<file path="config.mk">
export PLATFORM = sky130hd
export DESIGN_NAME = ser_rx_ctrl_flat
export DESIGN_NICKNAME = d
export VERILOG_FILES = /design/src/rtl/ser_rx_ctrl_if.sv /design/src/rtl/ser_rx_ctrl.sv /design/src/flat_wrapper.sv
export SDC_FILE = /design/constraint.sdc
export NUM_CORES = 1
export LEC_CHECK = 0
export CORE_MARGIN = 4
export CORE_UTILIZATION = 58
export CTS_CLUSTER_DIAMETER = 50
export CTS_CLUSTER_SIZE = 30
export DETAILED_ROUTE_END_ITERATION = 8
export PLACE_DENSITY = 0.9
export SKIP_LAST_GASP = 1
export SLEW_MARGIN = 10
export SYNTH_ARGS = -nofsm -noshare
export SYNTH_HDL_FRONTEND = slang
export SYNTH_SLANG_ARGS = --single-unit
</file>
<file path="constraint.sdc">
create_clock -name MHz10 -period 4.4 [get_ports MHz10]
set_clock_uncertainty 0.2 [all_clocks]
set_input_delay 0.88 -clock MHz10 [delete_from_list [all_inputs] [get_ports MHz10]]
set_output_delay 0.88 -clock MHz10 [all_outputs]
set_load 0.05 [all_outputs]
</file>
<file path="src/rtl/ser_rx_ctrl_if.sv">
// Signal bundle between the receive sequencer and its surroundings:
// serial line and enable in, shift-register control out, byte result out.
`timescale 1ns/1ps
interface ser_rx_ctrl_if;
    logic       en;
    logic       serial_in;
    logic [7:0] par_in;
    logic       shift_en;
    logic       shift_clear;
    logic [7:0] data_out;
    logic       data_valid;
    logic       frame_err;
    logic       busy;

    // Environment side: line, enable and shift-register contents in.
    modport master (
        output en, serial_in, par_in,
        input  shift_en, shift_clear, data_out, data_valid, frame_err, busy
    );

    // Sequencer side.
    modport slave (
        input  en, serial_in, par_in,
        output shift_en, shift_clear, data_out, data_valid, frame_err, busy
    );
endinterface

</file>
<file path="src/rtl/ser_rx_ctrl.sv">
// Frame sequencer for an external 8-bit serial-to-parallel shift register.
// Finds the start bit, times bit-centre shifts with a baud counter, checks
// the stop bit and holds the last good byte.
`timescale 1ns/1ps
module ser_rx_ctrl #(
    parameter int CLKS_PER_BIT = 87,
    parameter int CNT_W        = 16
) (
    input  logic         MHz10,
    input  logic         rst,
    ser_rx_ctrl_if.slave bus
);
    localparam logic [CNT_W-1:0] CNT_LAST = CNT_W'(CLKS_PER_BIT - 1);
    localparam logic [CNT_W-1:0] CNT_MID  = CNT_W'(CLKS_PER_BIT / 2 - 1);

    typedef enum logic [2:0] {IDLE, START, DATA, STOP, BRK} state_t;

    state_t           state_q, state_d;
    logic [CNT_W-1:0] cnt_q, cnt_d;
    logic [2:0]       bit_q, bit_d;
    logic             sync1_q, sync1_d;
    logic             rx_q, rx_d;
    logic             shift_en_q, shift_en_d;
    logic             shift_clear_q, shift_clear_d;
    logic             data_valid_q, data_valid_d;
    logic             frame_err_q, frame_err_d;
    logic [7:0]       data_out_q, data_out_d;

    // Next-state, counters, synchroniser and registered pulse outputs.
    always_comb begin
        state_d       = state_q;
        cnt_d         = cnt_q;
        bit_d         = bit_q;
        sync1_d       = bus.serial_in;
        rx_d          = sync1_q;
        shift_en_d    = 1'b0;
        shift_clear_d = 1'b0;
        data_valid_d  = 1'b0;
        frame_err_d   = 1'b0;
        data_out_d    = data_out_q;

        if (!bus.en && state_q != IDLE) begin
            // Abort: drop the frame silently, keep the held byte.
            state_d = IDLE;
            cnt_d   = '0;
            bit_d   = '0;
        end else begin
            unique case (state_q)
                IDLE: begin
                    if (bus.en && !rx_q) begin
                        state_d       = START;
                        cnt_d         = '0;
                        shift_clear_d = 1'b1;
                    end
                end
                START: begin
                    if (cnt_q == CNT_MID) begin
                        cnt_d   = '0;
                        bit_d   = '0;
                        // Still low at mid-bit means a real start bit.
                        state_d = rx_q ? IDLE : DATA;
                    end else begin
                        cnt_d = cnt_q + 1'b1;
                    end
                end
                DATA: begin
                    if (cnt_q == CNT_LAST) begin
                        shift_en_d = 1'b1;
                        cnt_d      = '0;
                        bit_d      = bit_q + 3'd1;
                        if (bit_q == 3'd7) state_d = STOP;
                    end else begin
                        cnt_d = cnt_q + 1'b1;
                    end
                end
                STOP: begin
                    if (cnt_q == CNT_LAST) begin
                        cnt_d = '0;
                        if (rx_q) begin
                            data_out_d   = bus.par_in;
                            data_valid_d = 1'b1;
                            state_d      = IDLE;
                        end else begin
                            frame_err_d = 1'b1;
                            state_d     = BRK;
                        end
                    end else begin
                        cnt_d = cnt_q + 1'b1;
                    end
                end
                BRK: begin
                    // Hold off until the line idles so a stuck-low line
                    // cannot look like a stream of start bits.
                    if (rx_q) state_d = IDLE;
                end
                default: state_d = IDLE;
            endcase
        end
    end

    // State and output registers; synchroniser resets to line-idle.
    always_ff @(posedge MHz10) begin
        if (rst) begin
            state_q       <= IDLE;
            cnt_q         <= '0;
            bit_q         <= '0;
            sync1_q       <= 1'b1;
            rx_q          <= 1'b1;
            shift_en_q    <= 1'b0;
            shift_clear_q <= 1'b0;
            data_valid_q  <= 1'b0;
            frame_err_q   <= 1'b0;
            data_out_q    <= 8'h00;
        end else begin
            state_q       <= state_d;
            cnt_q         <= cnt_d;
            bit_q         <= bit_d;
            sync1_q       <= sync1_d;
            rx_q          <= rx_d;
            shift_en_q    <= shift_en_d;
            shift_clear_q <= shift_clear_d;
            data_valid_q  <= data_valid_d;
            frame_err_q   <= frame_err_d;
            data_out_q    <= data_out_d;
        end
    end

    assign bus.shift_en    = shift_en_q;
    assign bus.shift_clear = shift_clear_q;
    assign bus.data_valid  = data_valid_q;
    assign bus.frame_err   = frame_err_q;
    assign bus.data_out    = data_out_q;
    assign bus.busy        = (state_q != IDLE);
endmodule
</file>
<file path="src/flat_wrapper.sv">
// flat-port wrapper written by rule: the top's interface ports become plain ports
module ser_rx_ctrl_flat 
#(
    parameter int CLKS_PER_BIT = 87,
    parameter int CNT_W        = 16
)
  (MHz10, rst, bus_en, bus_serial_in, bus_par_in, bus_shift_en, bus_shift_clear, bus_data_out, bus_data_valid, bus_frame_err, bus_busy);
  ser_rx_ctrl_if bus_i ();
  input  logic MHz10;
  input  logic rst;
  input wire logic [$bits(bus_i.en)-1:0] bus_en;
  input wire logic [$bits(bus_i.serial_in)-1:0] bus_serial_in;
  input wire logic [$bits(bus_i.par_in)-1:0] bus_par_in;
  output wire logic [$bits(bus_i.shift_en)-1:0] bus_shift_en;
  output wire logic [$bits(bus_i.shift_clear)-1:0] bus_shift_clear;
  output wire logic [$bits(bus_i.data_out)-1:0] bus_data_out;
  output wire logic [$bits(bus_i.data_valid)-1:0] bus_data_valid;
  output wire logic [$bits(bus_i.frame_err)-1:0] bus_frame_err;
  output wire logic [$bits(bus_i.busy)-1:0] bus_busy;
  assign bus_i.en = bus_en;
  assign bus_i.serial_in = bus_serial_in;
  assign bus_i.par_in = bus_par_in;
  assign bus_shift_en = bus_i.shift_en;
  assign bus_shift_clear = bus_i.shift_clear;
  assign bus_data_out = bus_i.data_out;
  assign bus_data_valid = bus_i.data_valid;
  assign bus_frame_err = bus_i.frame_err;
  assign bus_busy = bus_i.busy;
  ser_rx_ctrl #(.CLKS_PER_BIT(CLKS_PER_BIT), .CNT_W(CNT_W)) u_core (.MHz10(MHz10), .rst(rst), .bus(bus_i));
endmodule
</file>
## After elaboration in Yosys (flattened, before gate mapping)

Cells that the tools add are included.
W data, S select, Z words.

- Add/sub/neg operators: 2
- Equality and inequality tests: 13
- Mux-type cells: 20
- Bitwise operators: 5
- Reductions and logical operators: 17

Operators by type and width:

| operator | number |
|---|---|
| $mux W16 | 3 |
| $pmux W16 S3 | 1 |
| $mux W3 | 9 |
| $add A16 B1 Y16 const B | 1 |
| $eq A16 B6 Y1 const B | 1 |
| $eq A16 B7 Y1 const B | 1 |
| $pmux W3 S5 | 1 |
| $ne A2 B1 Y1 const B | 6 |
| $eq A3 B2 Y1 const B | 2 |
| $eq A3 B3 Y1 const B | 2 |
| $pmux W3 S2 | 1 |
| $reduce_and A6 Y1 | 1 |
| $reduce_bool A3 Y1 | 2 |
| $reduce_or A3 Y1 | 2 |
| $not A1 Y1 | 5 |
| $mux W1 | 4 |
| $reduce_and A4 Y1 | 1 |
| $reduce_or A2 Y1 | 2 |
| $reduce_or A4 Y1 | 1 |
| $add A3 B1 Y3 const B | 1 |
| $eq A3 B1 Y1 const B | 1 |
| $logic_not A3 Y1 | 1 |
| $reduce_and A3 Y1 | 1 |
| $logic_and A1 B1 Y1 | 2 |
| other kinds (4) | 5 |

- Register bits after elaboration: 36
- Input bits: 12
- Output and inout port bits: 13
- Word-level logic and storage cells: 67

## Depth between registers and ports, before layout

Gate-level depths: netlist of run 1.

- Depth in word-level cells: 4
- Mapped depth: 8
- Depth with buffers taken out: 6

## Worst setup path before layout of run 1

Ideal clock, no wire load.

- Path kind: input -> register
- From: in bus_en
- To: reg u_core.bit_q[0]
- Setup time: 0.121 ns
- Arrival: 1.694 ns
- Data required time: 4.079 ns
- Setup slack: 2.385 ns
- Stages: 4
- Buffers on the path: 1
- Cells stage by stage: o21bai_1 > clkbuf_1 > a21oi_1 > mux2_2

- Word-level cells in the longest chain between the ends: 3

Ends and longest elaborated chain:

| what | line | text |
|---|---|---|
| from (decl) | flat_wrapper.sv:11 | `input wire logic [$bits(bus_i.en)-1:0] bus_en;` |
| $logic_not A1 Y1 | ser_rx_ctrl.sv:42 | `if (!bus.en && state_q != IDLE) begin` |
| $logic_and A1 B1 Y1 | ser_rx_ctrl.sv:42 |  |
| $reduce_or A2 Y1 (no source line) | n/a |  |
| to (signal assigned) | ser_rx_ctrl.sv:117 | `bit_q <= bit_d;` |
| to (decl) | ser_rx_ctrl.sv:20 | `logic [2:0] bit_q, bit_d;` |

Every way passes these cells.
A chain may end at the register's enable or synchronous reset.

## Final worst setup path of run 1

- From: reg u_core.state_q[2]
- To: out bus_busy

- Word-level cells in the longest chain between the ends: 1

Ends and longest elaborated chain:

| what | line | text |
|---|---|---|
| from (decl) | ser_rx_ctrl.sv:18 | `state_t state_q, state_d;` |
| from (signal assigned) | ser_rx_ctrl.sv:115 | `state_q <= state_d;` |
| $reduce_bool A3 Y1 | ser_rx_ctrl.sv:133 | `assign bus.busy = (state_q != IDLE);` |
| to (decl) | flat_wrapper.sv:19 | `output wire logic [$bits(bus_i.busy)-1:0] bus_busy;` |

Every way passes these cells.

==> impl_metrics.yaml, run 1 <==
logic_synthesis:
  synth.avg_cell_area_um2: 8.562
  synth_edf_count: 0
  syn_nets: 226
  synth_flop_cell: "dfxtp_1"
  synth_cell_types: 45
  async_reset_ff_frac: 0
  synthCells: 210
  yosys_warnings: 0
  syn_area_um2: 1798
  yosysSeqAreaShare: 0.4008
  ys_ff_latch: 36
sta:
  holdWs_ps: 217.8
  final_max_slew_viol_count: 0
  rsz0062_at_grt: "false"
  finalCritPeriodShare: 0.6765
  period_needed_ps: 2977
  setup_ws_ps: 1423
  final-setup-viol-count: 0
  fmaxAchievable_mhz: 335.9
  relSlewSlack: 0.3460
  hold_violations: 0
  setup_tns_ps: 0
  tightest_slew_ps: 978.9
clocking:
  path_clk_slew_ps: 100
  cts_buffer_depth: 2
  root_buffer: "clkbuf_4"
  cts_resized: 0
  htreeDepth: 2
  clock_latency_ps: 340
  hold_buffers: 0
  cts_tree: "built"
  post_cts_buffers: 0
  cts_buffers: 5
  cts_sinks: 36
critical_path:
  cp.required_ps: 3320
  cp_max_fo: 12
  r2r_cells: 5
  endpoint_kind: "output port"
  critical_path_class: "reg -> out"
  critPathArrivalTime_ps: 1900
  setup.worst_path.start_class: "register"
placed_design:
  place_area_um2: 2036
  port_buffers: 24
  post-dp-hpwl_mm: 2.749
  globalplace.congestion: 0.8588
  dpl_worst_slack_ps: 1207
routing:
  antenna_left: 0
  viasPerCell: 6.132
  drcViolationCount: 0
  drt_first_pass_iters: 5
  drt_wl_total_mm: 3.828
  drt-initial-drc-count: 160
  vias: 1625
  wl_per_cell_um: 14.45
run:
  maxCapViolCount: 0
layout:
  area_delta_synth_final_pct: 16.49
  final_nets: 249
  fin_area_um2: 2095
  diodes: 0
  layout-drive-gt1-share: 0.06410
hold_path:
  whs_path_depth: 1
  hp-class: "reg -> reg"
floorplan:
  rows: 19
  dieArea_um2: 4055
  dieWidth_um: 63.68
  core_um2: 2853
  ioPinCount: 25
  die_h_um: 63.68
  start_util: 0.6303
global_routing:
  antenna_found_initial: 0
  grt_pass1_vias: 1439
  grt_usage: 0.2005
  grt_max_degree: 26
  overflow: 0
  grt_pass1_wl_mm: 6.513
power_and_ir_drop:
  power_uw: 562.3
  vdd_drop_max_mv: 0.1945
  p_leak_nw: 0.8119
  power_density_nw_per_um2: 268.4
status:
  status: "completed"
==> layout make-up <==
type	count	area [µm²]
tap	31	38.79
multi-input combinational	159	1006
sequential	36	720.7
clock buffer	8	58.81
timing repair buffer	25	247.7
inverter	6	22.52
fill	206	758.2
==> stage by stage <==
step,instances,util
after detailed placement,257,0.7136
after global placement,257,0.7136
after CTS,265,0.7342
after global routing,265,0.7342
final,265,0.7342
after floorplan,210,-
==> worst paths after layout <==
| check | from | to | slack, ps |
|---|---|---|---|
| max | u_core.state_q[2] | bus_busy | 1420 |
| min | u_core.rx_d | u_core.rx_q | 220 |
| max reg2reg | u_core.state_q[0] | u_core.cnt_q[7] | 1880 |
| min reg2reg | u_core.rx_d | u_core.rx_q | 220 |
==> worst max-delay path, stage by stage (launching register included) <==
cell             delay [ps]
dfxtp_1                 550
nor3_2                  120
inv_1                    80
clkdlybuf4s50_1         800
==> registers in the layout, indices dropped and copies added, names as in the netlist <==
| register | cells |
|---|---|
| u_core.bus.shift_clear | 1 |
| u_core.bus.frame_err | 1 |
| u_core.bus.data_valid | 1 |
| u_core.rx_q | 1 |
| u_core.state_q | 3 |
| u_core.cnt_q | 16 |
| u_core.rx_d | 1 |
| u_core.bus.data_out | 8 |
| u_core.bus.shift_en | 1 |
| u_core.bit_q | 3 |
==> synthesized netlist by cell type (2+ instances only) <==
master / instances / area [µm²]
and4_1: 3 / 26.28
nand4_1: 7 / 43.79
nor2_1: 27 / 101.4
a31oi_1: 9 / 56.30
inv_1: 6 / 22.52
nor3_1: 2 / 10.01
nand2_1: 25 / 93.84
and3_1: 4 / 25.02
clkbuf_1: 2 / 7.510
o21ai_0: 5 / 25.02
or3b_1: 2 / 17.52
and2_1: 3 / 18.77
o311ai_0: 2 / 17.52
nand3_1: 13 / 65.06
mux2i_1: 13 / 130.1
ha_1: 4 / 50.05
a21oi_1: 5 / 25.02
nor4_1: 3 / 18.77
or2_2: 3 / 18.77
a22oi_1: 3 / 22.52
nand2b_1: 3 / 18.77
buf_2: 6 / 30.03
a211oi_1: 2 / 15.01
o311ai_1: 2 / 17.52
dfxtp_1: 36 / 720.7
==> power by group <==
group          internal (mW)  switching, mW
registers              0.328        0.00306
logic                 0.0194         0.0265
clock network         0.0789          0.106
total                  0.426          0.136
==> logic make-up after synthesis <==
kind of cell	Yosys count	synth area share
AND/OR/NAND/NOR	104	0.3013
XOR/XNOR	2	0.009744
buffers and inverters	15	0.03967
adder cells (fa/ha/maj)	4	0.02784
multiplexers	14	0.07863
AO/OA/AOI/OAI	35	0.1420
flip-flops	36	0.4008
==> routing by layer <==
metal | routed length, µm | vias to the layer above | GRT usage
li1 | - | 811 | -
met1 | 1818 | 756 | 0.2663
met2 | 1758 | 49 | 0.2960
met3 | 185 | 9 | 0.04973
met4 | 65 | 0 | 0.1078
met5 | 0 | - | 0
==> cell usage in the layout, fill, tap and decap left out, types with 3 or more instances in the layout <==
cell	n
nand3_1	13
a21oi_1	5
o21ai_0	5
and4_1	3
a22oi_1	3
inv_1	6
dfxtp_1	36
and3_1	4
nand4_1	7
and2_1	3
nand2b_1	3
nand2_1	25
or2_2	3
ha_1	4
a31oi_1	9
clkdlybuf4s50_1	24
nor4_1	3
clkbuf_4	5
mux2i_1	13
nor2_1	27
Note: power is estimated with default switching activity, not from simulation.
==> run 2: changes to the inputs <==
--- a/config.mk
+++ b/config.mk
@@ -6,11 +6,11 @@
 export NUM_CORES = 1
 export LEC_CHECK = 0
 export CORE_MARGIN = 4
-export CORE_UTILIZATION = 58
+export CORE_UTILIZATION = 54
 export CTS_CLUSTER_DIAMETER = 50
 export CTS_CLUSTER_SIZE = 30
 export DETAILED_ROUTE_END_ITERATION = 8
-export PLACE_DENSITY = 0.9
+export PLACE_DENSITY = 0.85
 export SKIP_LAST_GASP = 1
 export SLEW_MARGIN = 10
 export SYNTH_ARGS = -nofsm -noshare
==> constraint.sdc (replaced) <==
create_clock -name MHz10 -period 2.9 [get_ports MHz10]
set_clock_uncertainty 0.2 [all_clocks]
set_input_delay 0.58 -clock MHz10 [delete_from_list [all_inputs] [get_ports MHz10]]
set_output_delay 0.58 -clock MHz10 [all_outputs]
set_load 0.05 [all_outputs]
==> run 2 against run 1 <==
Count of clock-buffer cells in the layout unchanged. Routed wire length increased by 0.78%. Total power increased by 52%. Combinational power increased by 63%. Critical path type unchanged.
==> impl_metrics.yaml, run 2 (same netlist as run 1, synthesis figures left out) <==
status:
  status: "completed"
clocking:
  hold_buffers: 0
  cts_tree: "built"
  path_clk_slew_ps: 100
  cts_sinks: 36
  cts_resized: 0
  clock_latency_ps: 330
  htreeDepth: 2
  cts_buffers: 5
  cts_buffer_depth: 2
  post_cts_buffers: 0
  root_buffer: "clkbuf_4"
sta:
  tightest_slew_ps: 563.3
  relSlewSlack: 0.6231
  setup_tns_ps: 0
  period_needed_ps: 2718
  final_max_slew_viol_count: 0
  finalCritPeriodShare: 0.9371
  hold_violations: 0
  fmaxAchievable_mhz: 368.0
  rsz0062_at_grt: "false"
  final-setup-viol-count: 0
power_and_ir_drop:
  power_density_nw_per_um2: 398.7
  power_uw: 853.6
  p_leak_nw: 0.8316
  vdd_drop_max_mv: 0.3081
global_routing:
  antenna_found_initial: 0
  use_met1: 0.2650
  grt_pass1_wl_mm: 6.913
  grt_max_degree: 15
  busiest_layer: "met2"
  grt_usage: 0.2058
  use_met3: 0.04957
  overflow: 0
  grt_pass1_vias: 1556
  use_met2: 0.3267
layout:
  final_cells: 282
  largest_register_ffs: 16
  area_delta_synth_final_pct: 19.07
  final_common_cell: "dfxtp_1"
  utilization: 0.6844
  final_cell_mix: "36 x dfxtp_1, 27 x nor2_1, 25 x nand2_1"
  diodes: 0
  regMostFlops: "u_core.cnt_q"
  final_nets: 253
  layout-drive-gt1-share: 0.07983
routing:
  wl_per_cell_um: 13.68
  viasPerCell: 5.706
  drcViolationCount: 0
  vias: 1609
  drt_first_pass_iters: 4
  drt_wl_total_mm: 3.858
  drt-initial-drc-count: 129
  antenna_left: 0
floorplan:
  die_h_um: 65.70
  rows: 20
  core_um2: 3128
  ioPinCount: 25
  dieArea_um2: 4316
  start_util: 0.5748
  dieWidth_um: 65.70
placed_design:
  dp.cells: 274
  globalplace.congestion: 0.8564
  post-dp-hpwl_mm: 2.797
  port_buffers: 24
critical_path:
  cp_max_fo: 12
  cp.required_ps: 2120
  critPathArrivalTime_ps: 1940
  endpoint_kind: "output port"
  setup.worst_path.start_class: "register"
  critical_path_class: "reg -> out"
run:
  maxCapViolCount: 0
hold_path:
  hp-class: "reg -> reg"
==> run 2: cell types whose count changed in the layout (fill, tap and decap cells not counted) <==
cell   delta
buf_4     +4
==> run 2: critical path, cell delays in order, from the launching register on <==
cell and delay (ps):
dfxtp_1 570, nor3_2 120, inv_1 100, clkdlybuf4s50_1 800
==> run 2: area by class of cell <==
| type | instances | area (µm²) |
|---|---|---|
| flip-flops and latches | 36 | 720.7 |
| multi-input cells | 159 | 1006 |
| well taps | 44 | 55.05 |
| fillers | 255 | 987.2 |
| clock buffers | 8 | 58.81 |
| repair buffers | 29 | 277.8 |
| inverters | 6 | 22.52 |
==> run 2: final timing paths <==
| kind | start | to | slack (ps) | cells past startpoint |
|---|---|---|---|---|
| max | u_core.state_q[2] | bus_busy | 180 | 3 |
| min | u_core.rx_d | u_core.rx_q | 230 | 1 |
| max reg2reg | u_core.state_q[0] | u_core.cnt_q[3] | 600 | 6 |
| min reg2reg | u_core.rx_d | u_core.rx_q | 230 | 1 |
==> run 2: stage by stage <==
stage	hold WS, ps	area, µm²	worst slack, ps
floorplan	189.5	1798	1041
global placement	197.6	2082	583.0
detailed placement	211.1	2082	560.1
CTS	231.1	2141	183.5
global route	250.9	2141	89.31
finish	229.5	2141	182.4
==> run 2: layer usage <==
metal	part of all wire	vias to the layer above
li1	-	818
met1	0.46	733
met2	0.47	56
met3	0.071	2
met4	0.0054	0
met5	0	-
==> run 2: power by group <==
| part | internal [mW] | switching, mW |
|---|---|---|
| sequential | 0.498 | 0.00519 |
| clock | 0.120 | 0.156 |
| combinational | 0.0338 | 0.0408 |
| total | 0.651 | 0.202 |
